--- config.mk ---
export PLATFORM = sky130hd
export DESIGN_NAME = gl_prim_assembler
export DESIGN_NICKNAME = d
export VERILOG_FILES = /design/src/rtl/gl_prim_assembler.sv
export SDC_FILE = /design/constraint.sdc
export NUM_CORES = 2
export LEC_CHECK = 0
export ABC_AREA = 1
export CORE_ASPECT_RATIO = 0.9
export CORE_MARGIN = 3
export CORE_UTILIZATION = 41
export DETAILED_ROUTE_END_ITERATION = 12
export GPL_ROUTABILITY_DRIVEN = 0
export PLACE_DENSITY_LB_ADDON = 0.15
export RECOVER_POWER = 100
export SETUP_SLACK_MARGIN = 0.5
export SYNTH_ARGS = -nofsm -noshare
export SYNTH_HDL_FRONTEND = slang
export SYNTH_SLANG_ARGS = --single-unit
--- constraint.sdc ---
create_clock -name clk -period 75.7 [get_ports clk]
set_clock_uncertainty 0.2 [all_clocks]
set_input_delay 7.57 -clock clk [delete_from_list [all_inputs] [get_ports clk]]
set_output_delay 7.57 -clock clk [all_outputs]
set_load 0.03 [all_outputs]
--- src/rtl/gl_prim_assembler.sv ---
// gl_prim_assembler: pops FWFT vertex/colour pairs and assembles points, lines, strips, triangles and fans for the rasterizer.
module gl_prim_assembler #(
    parameter int VERT_W  = 96,
    parameter int COLOR_W = 96,
    parameter int CNT_W   = 32
) (
    input  logic               clk,
    input  logic               reset,
    input  logic [2:0]         mode,
    input  logic               restart,
    input  logic               in_empty,
    input  logic [VERT_W-1:0]  in_vertex,
    input  logic [COLOR_W-1:0] in_color,
    output logic               in_rd_en,
    output logic               out_valid,
    input  logic               out_ready,
    output logic [VERT_W-1:0]  out_v0,
    output logic [VERT_W-1:0]  out_v1,
    output logic [VERT_W-1:0]  out_v2,
    output logic [COLOR_W-1:0] out_c0,
    output logic [COLOR_W-1:0] out_c1,
    output logic [COLOR_W-1:0] out_c2,
    output logic [1:0]         out_nverts,
    output logic [CNT_W-1:0]   prim_count,
    output logic               busy
);
    // p0 holds the older vertex (or the fan pivot), p1 the most recent one
    logic [VERT_W-1:0]  pv0_q, pv1_q, pv0_d, v0_d, v1_d;
    logic [COLOR_W-1:0] pc0_q, pc1_q, pc0_d, c0_d, c1_d;
    logic [1:0]         hcnt_q, hcnt_d, nverts_d;
    logic [2:0]         mode_q, mode_in, m;
    logic               par_q, par_d, acc, emit, is_pt, is_ln, fan, flip;

    always_comb begin
        acc      = !in_empty && !restart && (!out_valid || out_ready);
        mode_in  = (mode > 3'd5) ? 3'd3 : mode;
        m        = (hcnt_q == 2'd0) ? mode_in : mode_q;
        is_pt    = m == 3'd0;
        is_ln    = (m == 3'd1) || (m == 3'd2);
        fan      = m == 3'd5;
        flip     = (m == 3'd4) && par_q;
        emit     = is_pt || (is_ln && hcnt_q != 2'd0) || hcnt_q == 2'd2;
        hcnt_d   = (is_pt || (m == 3'd1 && hcnt_q != 2'd0) || (m == 3'd3 && hcnt_q == 2'd2)) ? 2'd0 :
                   (hcnt_q == 2'd2) ? 2'd2 : hcnt_q + 2'd1;
        par_d    = par_q ^ ((m == 3'd4) && emit);
        nverts_d = is_pt ? 2'd1 : is_ln ? 2'd2 : 2'd3;
        v0_d     = is_pt ? in_vertex : (is_ln || flip) ? pv1_q : pv0_q;
        c0_d     = is_pt ? in_color : (is_ln || flip) ? pc1_q : pc0_q;
        v1_d     = (is_pt || is_ln) ? in_vertex : flip ? pv0_q : pv1_q;
        c1_d     = (is_pt || is_ln) ? in_color : flip ? pc0_q : pc1_q;
        // the fan pivot is captured once and never shifted out
        pv0_d    = fan ? ((hcnt_q != 2'd0) ? pv0_q : in_vertex) : pv1_q;
        pc0_d    = fan ? ((hcnt_q != 2'd0) ? pc0_q : in_color) : pc1_q;
        in_rd_en = acc;
        busy     = out_valid || hcnt_q != 2'd0;
    end

    always_ff @(posedge clk or posedge reset) begin
        if (reset) begin
            hcnt_q     <= '0;
            par_q      <= 1'b0;
            mode_q     <= '0;
            pv0_q      <= '0;
            pv1_q      <= '0;
            pc0_q      <= '0;
            pc1_q      <= '0;
            out_valid  <= 1'b0;
            out_v0     <= '0;
            out_v1     <= '0;
            out_v2     <= '0;
            out_c0     <= '0;
            out_c1     <= '0;
            out_c2     <= '0;
            out_nverts <= '0;
            prim_count <= '0;
        end else begin
            if (restart) begin
                hcnt_q <= '0;
                par_q  <= 1'b0;
                mode_q <= mode_in;
            end else if (acc) begin
                hcnt_q <= hcnt_d;
                par_q  <= par_d;
                mode_q <= m;
                pv0_q  <= pv0_d;
                pc0_q  <= pc0_d;
                pv1_q  <= in_vertex;
                pc1_q  <= in_color;
            end
            if (acc && emit) begin
                out_valid  <= 1'b1;
                out_v0     <= v0_d;
                out_v1     <= v1_d;
                out_v2     <= in_vertex;
                out_c0     <= c0_d;
                out_c1     <= c1_d;
                out_c2     <= in_color;
                out_nverts <= nverts_d;
            end else if (out_ready) begin
                out_valid <= 1'b0;
            end
            if (out_valid && out_ready)
                prim_count <= prim_count + 1'b1;
        end
    end
endmodule

==> flow_summary.toml <==
[critical_path]
critPathKind = "primary input to register"
end_kind = "register"
r2r_end = "out_c0[70]"
critPathMaxFanout = 184
r2r_start = "out_valid"
cp-endpoint = "out_c0[70]"
cp-start-kind = "primary input"
critPathArrivalTime_ns = 27.79
crit_required_ns = 76.07
crit_path_start = "restart"
rrSetupSlack_ns = 55.46
r2r_cells = 10

[placement]
dp_hpwl_mm = 103
place_ws_ns = 57.90
place_inst = 8377
portBuffers = 812

[global_route]
grt_pass1_wl_mm = 261
grt_usage_pct = 26.6
grt_max_degree = 205
grt_pass1_vias = 42200
antenna_found_initial = 20
grt_overflow_total = 0

[cts]
cts_resized = 0
cts_buffer_depth = 3
numCtsBuffers = 111
cts_tree = "done"
clkLatencyLatePin_ns = 0.73
post_cts_buffers = 0
hold_buffers = 0
cts.sinks = 1001
htree_levels = 3
clk_pin_slew_worst_paths_ns = 0.06
cts-root-buf = "clkbuf_16"

[job]
maxCapViolCount = 31

[power]
power.density_nw_per_um2 = 45.5
clkPwrFrac_pct = 20.7
combPwrFrac_pct = 47.2
p_sw_share_pct = 45.7
switching_power_mw = 1.27
finalPower_mw = 2.79
sequentialPowerShare_pct = 32.1
vdd_drop_max_uv = 24.3
p_int_mw = 1.51
p_leak_nw = 31.5

[route]
route.vias.total = 44900
drc = 0
routed_wl_mm = 170
dr.first_iter.drc_count = 3962
dr.pass1.iters = 5
viasPerCell = 5.22
wire_per_inst_um = 19.7
postRouteAntennaNets = 0

[die]
ios = 813
dieHeight_um = 335
dieArea_um2 = 124000
rows = 120
die_x_um = 372
start_util_pct = 41.4
core-area_um2 = 119000

[synth]
async_flop_share_pct = 100
synth-edff-count = 0
syn_inst = 6393
synth_nets = 6596
syn_avg_cell_area_um2 = 7.71
ys_seq_area_share_pct = 50.8
synth_ff_type = "dfrtp_1"
ys_ff_latch = 1001
syn_area_um2 = 49300
synth_warnings = 0
yosysUniqueCellTypes = 33

[layout]
drive_above_1_share_pct = 3.87
final_net_count = 7107
fin_util_pct = 51.3
area_growth_pct = 24.1
layout.cells.non_filler = 8598

[timing]
fmax_mhz = 36.5
final_hold_viol_count = 0
worst_slew_pin_slew_ns = 9.91
setup_tns_ns = 0
fin_crit_ns = 27.42
setup_viol = 0
fin_ws_ns = 48.28
slew_violations = 3032
rsz0062_at_grt = "false"
slew_headroom_pct = -560
period_share_pct = 36.2

[worst_hold_path]
hold_depth = 1
hold_class = "register to register"

[status]
outcome = "complete, but fails checks"
failed_checks = "capacitance limit, slew limit"
==> worst min-delay path by stage <==
stage,startpoint,endpoint,slack (ns)
after floorplan,hcnt_q[0],hcnt_q[0],0.25
after global placement,prim_count[31],prim_count[31],0.26
after detailed placement,prim_count[31],prim_count[31],0.26
after CTS,prim_count[31],prim_count[31],0.27
after global routing,out_v0[5],out_v0[5],0.29
final,prim_count[31],prim_count[31],0.27
==> critical path: stages <==
cell	delay [ns]
dlygate4sd3_1	0.75
nor2_1	0.10
nand2_1	1.48
clkinvlp_2	1.01
nand2_1	3.83
clkinvlp_2	7.01
clkbuf_1	4.00
nand3_1	1.63
nand2_1	0.09
==> layout make-up <==
class | count | area [um2]
timing repair buffer | 865 | 8450
tap | 1586 | 1980
sequential | 1001 | 25000
inverter | 513 | 1950
clock inverter | 49 | 609
multi-input combinational | 4412 | 19900
fill | 11600 | 58000
clock buffer | 159 | 3260
antenna | 13 | 32.5
==> power by group through the flow <==
| stage | combinational [mW] | clock (mW) | sequential (mW) |
|---|---|---|---|
| 6_report | 1.32 | 0.576 | 0.894 |
| 5_1_grt | 1.44 | 0.609 | 0.918 |
| 4_1_cts | 1.36 | 0.588 | 0.897 |
| 3_5_place_dp | 1.36 | 0 | 0.901 |
| 3_3_place_gp | 1.34 | 0 | 0.900 |
| 2_1_floorplan | 0.596 | 0 | 1.12 |
==> registers in the layout, summed over array words and instances, names as in the netlist <==
signal	flops
out_c0	96
out_c1	96
out_c2	96
out_v0	96
out_v1	96
out_v2	96
pc0_q	96
pc1_q	96
pv0_q	96
pv1_q	96
prim_count	32
mode_q	3
hcnt_q	2
out_nverts	2
out_valid	1
par_q	1
==> through the flow <==
stage,hold WS (ns),area (um2)
detailed placement,0.262,57600
floorplan,0.249,49300
global placement,0.259,57600
global route,0.292,61200
finish,0.266,61200
CTS,0.269,61500
==> synth_stat cells (26+ instances only) <==
cell type     n  area, um2
dfrtp_1    1001      25000
clkbuf_1    164        616
o21ai_1     152        761
a21oi_1     193        966
buf_2       221       1110
o211ai_2     60        751
buf_4        26        195
nand2_1    2491       9350
buf_6        30        338
nor2_1      211        792
nand4_1      85        532
o211ai_1    209       1570
o21ai_0     433       2170
inv_1       504       1890
nand3_1     513       2570
==> logic make-up after synthesis <==
logic type      count (synthesis)  share of synthesized area (%)
simple gates                 3332                           27.3
compound gates               1050                           12.7
flops                        1001                           50.8
buf+inv                       980                           8.70
xor+xnor                       27                          0.480
fa+ha+maj                       3                         0.0761
==> cell usage in the layout, fill, tap and decap left out, types with 20 or more instances in the layout <==
master	n
dlygate4sd3_1	616
a21oi_1	193
dfrtp_1	1001
buf_4	25
clkbuf_1	45
clkbuf_16	112
o211ai_2	33
o21ai_1	37
nand3_1	512
o211ai_1	236
inv_1	501
nand2_1	2491
nor3_1	20
nand4_1	85
clkbuf_8	28
clkdlybuf4s50_1	196
o21ai_0	548
nor2_1	211
clkinv_2	27
==> per-layer routing <==
layer  up-vias  GRT usage [%]  share of wire (%)  wire length [um]
met4        12           9.47                3.6              6040
met1     21600           36.3                 43             72900
met3       267           6.01                7.2             12200
met2      1438           41.7                 46             78400
li1      21600              -                  -                 -
met5         -              0              0.046                78
Note: power is estimated with default switching activity, not from simulation.
